$ cat config.mk
export PLATFORM = sky130hd
export DESIGN_NAME = serial_twos_decoder
export DESIGN_NICKNAME = d
export VERILOG_FILES = /design/src/rtl/serial_twos_decoder.sv
export SDC_FILE = /design/constraint.sdc
export NUM_CORES = 1
export LEC_CHECK = 0
export ABC_AREA = 1
export CORE_ASPECT_RATIO = 1.1
export CORE_MARGIN = 2
export CORE_UTILIZATION = 49
export DETAILED_ROUTE_END_ITERATION = 7
export PLACE_DENSITY = 0.8
export SLEW_MARGIN = 20
export SYNTH_ARGS = -nofsm -noshare
export SYNTH_HDL_FRONTEND = slang
export SYNTH_SLANG_ARGS = --single-unit
$ cat constraint.sdc
create_clock -name t_clk -period 2.2 [get_ports t_clk]
set_input_delay 0.33 -clock t_clk [delete_from_list [all_inputs] [get_ports t_clk]]
set_output_delay 0.33 -clock t_clk [all_outputs]
set_load 0.03 [all_outputs]
$ cat src/rtl/serial_twos_decoder.sv
// Receive side of the bit-serial two's-complement link: re-negates an LSB-first frame
// on the fly, re-emits it serially and assembles it into a parallel word.
module serial_twos_decoder #(
  parameter int WIDTH = 8
) (
  input  logic             t_clk,
  input  logic             r_n,
  input  logic             i,
  input  logic             i_vld,
  input  logic             sof,
  output logic             y,
  output logic             y_vld,
  output logic [WIDTH-1:0] y_par,
  output logic             p_vld,
  output logic             ovf,
  output logic             err,
  output logic             busy
);

  // state | meaning
  // IDLE  | waiting for a valid sof; bits without sof are dropped
  // RECV  | mid-frame, bits 1..WIDTH-1 still to arrive
  typedef enum logic {IDLE = 1'b0, RECV = 1'b1} state_t;

  localparam int CW = (WIDTH > 2) ? $clog2(WIDTH) : 1;
  localparam logic [CW-1:0] LAST = CW'(WIDTH - 1);
  localparam logic [WIDTH-1:0] MIN_NEG = {1'b1, {(WIDTH-1){1'b0}}};

  state_t           state_q, state_d;
  logic [CW-1:0]    cnt_q, cnt_d;
  logic             seen_q, seen_d;
  logic [WIDTH-2:0] sh_q, sh_d;
  logic             y_q, y_d;
  logic             y_vld_q, y_vld_d;
  logic [WIDTH-1:0] y_par_q, y_par_d;
  logic             p_vld_q, p_vld_d;
  logic             ovf_q, ovf_d;
  logic             err_q, err_d;

  logic             start;
  logic             accept;
  logic             seen_eff;
  logic             o_bit;
  logic [CW-1:0]    cnt_eff;
  logic [WIDTH-2:0] sh_base;
  logic [WIDTH-1:0] word;

  always_comb begin
    // A valid sof always opens a new frame, whether idle or aborting one in progress.
    start    = i_vld && sof;
    accept   = i_vld && (state_q == RECV || sof);
    seen_eff = start ? 1'b0 : seen_q;
    cnt_eff  = start ? '0 : cnt_q;
    sh_base  = start ? '0 : sh_q;
    o_bit    = seen_eff ? ~i : i;
    word     = {o_bit, sh_base};

    state_d = state_q;
    cnt_d   = cnt_q;
    seen_d  = seen_q;
    sh_d    = sh_q;
    y_d     = y_q;
    y_vld_d = 1'b0;
    y_par_d = y_par_q;
    p_vld_d = 1'b0;
    ovf_d   = 1'b0;
    err_d   = start && (state_q == RECV);

    if (accept) begin
      y_d     = o_bit;
      y_vld_d = 1'b1;
      seen_d  = seen_eff | i;
      sh_d    = word[WIDTH-1:1];
      if (cnt_eff == LAST) begin
        cnt_d   = '0;
        state_d = IDLE;
        y_par_d = word;
        p_vld_d = 1'b1;
        ovf_d   = (word == MIN_NEG);
      end else begin
        cnt_d   = cnt_eff + CW'(1);
        state_d = RECV;
      end
    end
  end

  always_ff @(posedge t_clk or negedge r_n) begin
    if (!r_n) begin
      state_q <= IDLE;
      cnt_q   <= '0;
      seen_q  <= 1'b0;
      sh_q    <= '0;
      y_q     <= 1'b0;
      y_vld_q <= 1'b0;
      y_par_q <= '0;
      p_vld_q <= 1'b0;
      ovf_q   <= 1'b0;
      err_q   <= 1'b0;
    end else begin
      state_q <= state_d;
      cnt_q   <= cnt_d;
      seen_q  <= seen_d;
      sh_q    <= sh_d;
      y_q     <= y_d;
      y_vld_q <= y_vld_d;
      y_par_q <= y_par_d;
      p_vld_q <= p_vld_d;
      ovf_q   <= ovf_d;
      err_q   <= err_d;
    end
  end

  assign y     = y_q;
  assign y_vld = y_vld_q;
  assign y_par = y_par_q;
  assign p_vld = p_vld_q;
  assign ovf   = ovf_q;
  assign err   = err_q;
  assign busy  = (state_q == RECV);

endmodule
# ---- Word-level counts from Yosys, hierarchy flattened
# Cells that the tools add are included.
dict set report classes {
  n_addsub 1
  n_eq_ne 2
  muxes 11
  bitwise 2
  reduce_logical 5
}
# op n
set op_table {}
lappend op_table {{$eq 8x8->1 const B} 1}
lappend op_table {{$mux 1} 8}
lappend op_table {{$mux 7} 1}
lappend op_table {{$mux 3} 2}
lappend op_table {{$add 3x1->3 const B} 1}
lappend op_table {{$eq 3x3->1 const B} 1}
lappend op_table {{$logic_and 1x1->1} 3}
lappend op_table {{$reduce_and 2->1} 1}
lappend op_table {{$logic_or 1x1->1} 1}
lappend op_table {{$not 1->1} 1}
lappend op_table {{$or 1x1->1} 1}
dict set report totals {
  register_bits 25
  inputBits 5
  out_inout_bits 14
  wordCells 31
}

# ---- Logic depth before layout (Yosys ltp)
dict set report logic_depth {
  ltp_word 6
  mapped_depth 10
}

# ---- Worst setup path before layout
# No wires, ideal clock.
dict set report synth_path {
  kind {input port to flip-flop}
  startpoint {input sof}
  endpoint {register y_par_q[6] (netlist: y_par[6])}
  t_arrival_ns 1.402
  slack_ns 0.724
  stages 10
  n_path_buf 2
  cell_sequence {nand2_2 buf_6 nand2_1 inv_1 ha_1 ha_1 nand2_4 buf_6 nand2_1 o21ai_2}
}
dict set report synth_via {
  elab_chain_len 4
  word_cells_on_any_way 7
}
# item line_no
set synth_lines {}
lappend synth_lines {{from (decl)} 10} ;# input logic sof,
lappend synth_lines {{$logic_and 1x1->1} 50} ;# start = i_vld && sof;
lappend synth_lines {{$mux 3} 53} ;# cnt_eff = start ? '0 : cnt_q;
lappend synth_lines {{$eq 3x3->1} 74} ;# if (cnt_eff == LAST) begin
lappend synth_lines {{$reduce_and 2->1 (no line)} -}
lappend synth_lines {{to (signal assigned)} 106} ;# y_par_q <= y_par_d;
lappend synth_lines {{to (decl)} 35} ;# logic [WIDTH-1:0] y_par_q, y_par_d;
# Several ways; a longest one is shown, not always the timed one.
# A chain may end at the register's enable or synchronous reset.

==> flow_metrics.env <==
export IMPL_max_freq_ghz=0.5784
export IMPL_endpoint="y"
export IMPL_setup_worst_path_start="sh_q[6]"
export IMPL_clockPowerShare=0.233
export IMPL_fin_setup_tns_ps=0
export IMPL_setup_violations_final=0
export IMPL_skew_ps=2.222
export IMPL_power_leakage_nw=0.6660
export IMPL_post_synth_top_area_fraction=0.5634
export IMPL_seq_power_share=0.439
export IMPL_r2r_start="cnt_q[0]"
export IMPL_gp_congestion=0.8846
export IMPL_status="complete, no violations"
export IMPL_cp_top_family="buffers and inverters"
export IMPL_grt_usage=0.1641
export IMPL_wirelength_mm=1.906
export IMPL_grt_pass1_vias=697
export IMPL_drv_cap=0
export IMPL_cp_max_fo=3
export IMPL_cts_tree="done"
export IMPL_seq_area_frac_synth=0.5634
export IMPL_grt_pass1_wl_mm=3.139
export IMPL_antenna_found_initial=0
export IMPL_syn_area_um2=1066
export IMPL_clock_latency_ps=310
export IMPL_fin_crit_ps=1729
export IMPL_syn2layout_area_growth_pct=22.65
export IMPL_power_density_nw_per_um2=1022
export IMPL_syn_nets=120
export IMPL_reg2reg_depth=8
export IMPL_power_internal_uw=896.1
export IMPL_clk_pin_slew_ps=130
export IMPL_htreeDepth=1
export IMPL_grt_max_degree=25
export IMPL_crit_required_ps=1870
export IMPL_diodes=0
export IMPL_rsz0062_at_grt="no"
export IMPL_hold_path_class="primary input to asynchronous set/reset pin"
export IMPL_drc=0
export IMPL_fp_row_count=17
export IMPL_die_w_um=48.47
export IMPL_worst_r2r_setup_slack_ps=680
export IMPL_cp_start_kind="flop"
export IMPL_portBuffers=18
export IMPL_slew_violations=0
export IMPL_die_area_um2=2565
export IMPL_cpPeakStageDelay_ps=680
export IMPL_crit_path_top_delay_cell="clkdlybuf4s50_1"
export IMPL_cts_resized=0
export IMPL_worst_ir_drop_vdd_mv=0.5566
export IMPL_ys_seq_elements=24
export IMPL_fp_dieH_um=52.92
export IMPL_drive_gt1_frac=0.1742
export IMPL_numCtsBuffers=3
export IMPL_ant_nets=0
export IMPL_endpoint_kind="output pin"
export IMPL_switchingPower_uw=439.6
export IMPL_rr_endpoint="y_par[7]"
export IMPL_swShare=0.3291
export IMPL_worstSetupPathType="flop to output pin"
export IMPL_drt_initial_drc_count=17
export IMPL_slew_limit_headroom=0.7907
export IMPL_ys_types=16
export IMPL_path_cells="clkdlybuf4s50_1"
export IMPL_clockBufferDepth=2
export IMPL_yosys_area_top_type="dfrtp_1"
export IMPL_power_frac_comb=0.328
export IMPL_core_um2=2042
export IMPL_postCtsSetupRepairBufs=0
export IMPL_tightestPinTransition_ps=312.9
export IMPL_cts_sinks=24
export IMPL_dr_pass1_iters=4
export IMPL_final_util=0.6403
export IMPL_grt_overflow_total=0
export IMPL_viasPerCell=4.738
export IMPL_wl_per_cell_um=11.91
export IMPL_avgSynthCellArea_um2=9.518
export IMPL_cts_root_buf="clkbuf_4"
export IMPL_holdBufCountCts=0
export IMPL_critPathBufInv=1
export IMPL_syn_inst=112
export IMPL_final_hold_violation_count=0
export IMPL_vias=758
export IMPL_ioPinCount=19
export IMPL_finalCritPeriodShare=0.7859
export IMPL_yosys_warnings=0
export IMPL_num_fill_cells=175
export IMPL_initial_core_util=0.5221
export IMPL_yosys_top_cells_area="dfrtp_1, nand2_1, o21ai_2, ha_1, inv_1"
export IMPL_worstPathArrival_ps=1400
export IMPL_dp_hpwl_mm=1.397
export IMPL_nets=141
export IMPL_cp_depth=1
Yosys cell counts, drive strengths merged:
master,n
a21oi,1
buf,4
clkinv,1
dfrtp,24
ha,3
inv,12
nand2,44
nand3,2
nor2,6
o21ai,15
power by group through the flow:
stage | registers [mW] | clock network (mW) | logic (mW)
2_1_floorplan | 0.690 | 0 | 0.190
3_3_place_gp | 0.593 | 0 | 0.433
3_5_place_dp | 0.597 | 0 | 0.443
4_1_cts | 0.588 | 0.319 | 0.446
5_1_grt | 0.597 | 0.336 | 0.477
6_report | 0.586 | 0.311 | 0.439
final cells by class:
type	count	area, um^2	area share
flip-flops and latches	24	600.6	0.4593
inverters	13	50.05	0.03828
clock inverters	1	30.03	0.02297
well taps	28	35.03	0.02679
clock buffers	3	22.52	0.01722
multi-input cells	71	374.1	0.2861
repair buffers	20	195.2	0.1493
state kept, by name, indices dropped and copies added (netlist names):
signal	flops
y_par	8
sh_q	7
cnt_q	3
busy	1
err	1
ovf	1
p_vld	1
seen_q	1
y_vld	1
routing by layer:
metal / up-vias / track usage / part of all wire
met3: 4 / 0.01977 / 0.027
met4: 0 / 0.07143 / 0.014
met2: 13 / 0.3009 / 0.51
met5: - / 0 / 0
li1: 382 / - / -
met1: 359 / 0.1981 / 0.45
kinds of logic (layout without fill, tap and decap cells):
group,after synthesis,in the layout,share of synthesized area
fa+ha+maj,3,3,0.03522
simple gates,52,52,0.2019
flops,24,24,0.5634
compound gates,16,16,0.1138
buf+inv,17,37,0.08568
stage by stage:
step	power, mW	setup WS (ps)	cells	cell area, um^2	hold slack, ps
floorplan	0.8794	724.0	112	1066	34.41
global placement	1.025	221.1	156	1255	461.9
detailed placement	1.040	148.4	156	1255	471.3
CTS	1.354	456.9	160	1308	362.7
global route	1.410	388.2	160	1308	385.3
finish	1.336	471.1	160	1308	358.0
how the worst min path moves through the flow:
stage,end,depth (start not counted),from
after global placement,seen_q,2,seen_q
after detailed placement,y_par[6],2,y_par[6]
after CTS,y_par[0],2,r_n
after floorplan,busy,0,r_n
after global routing,y_par[0],2,r_n
final,y_par[0],2,r_n
cell usage in the layout, fill, tap and decap left out:
master / netlist / routed
clkinv_2: 1 / 1
inv_1: 10 / 10
o21ai_0: 4 / 4
nand2_1: 41 / 41
clkdlybuf4s50_1: 0 / 18
nand3_1: 2 / 2
buf_4: 1 / 2
nor2_1: 6 / 6
nand2_4: 2 / 2
clkbuf_4: 0 / 3
bufinv_16: 0 / 1
o21ai_1: 1 / 1
a21oi_2: 1 / 1
inv_2: 2 / 2
ha_1: 3 / 3
dfrtp_1: 24 / 24
o21ai_2: 10 / 10
nand2_2: 1 / 1
No activity file was read; power rests on OpenSTA's default activity.
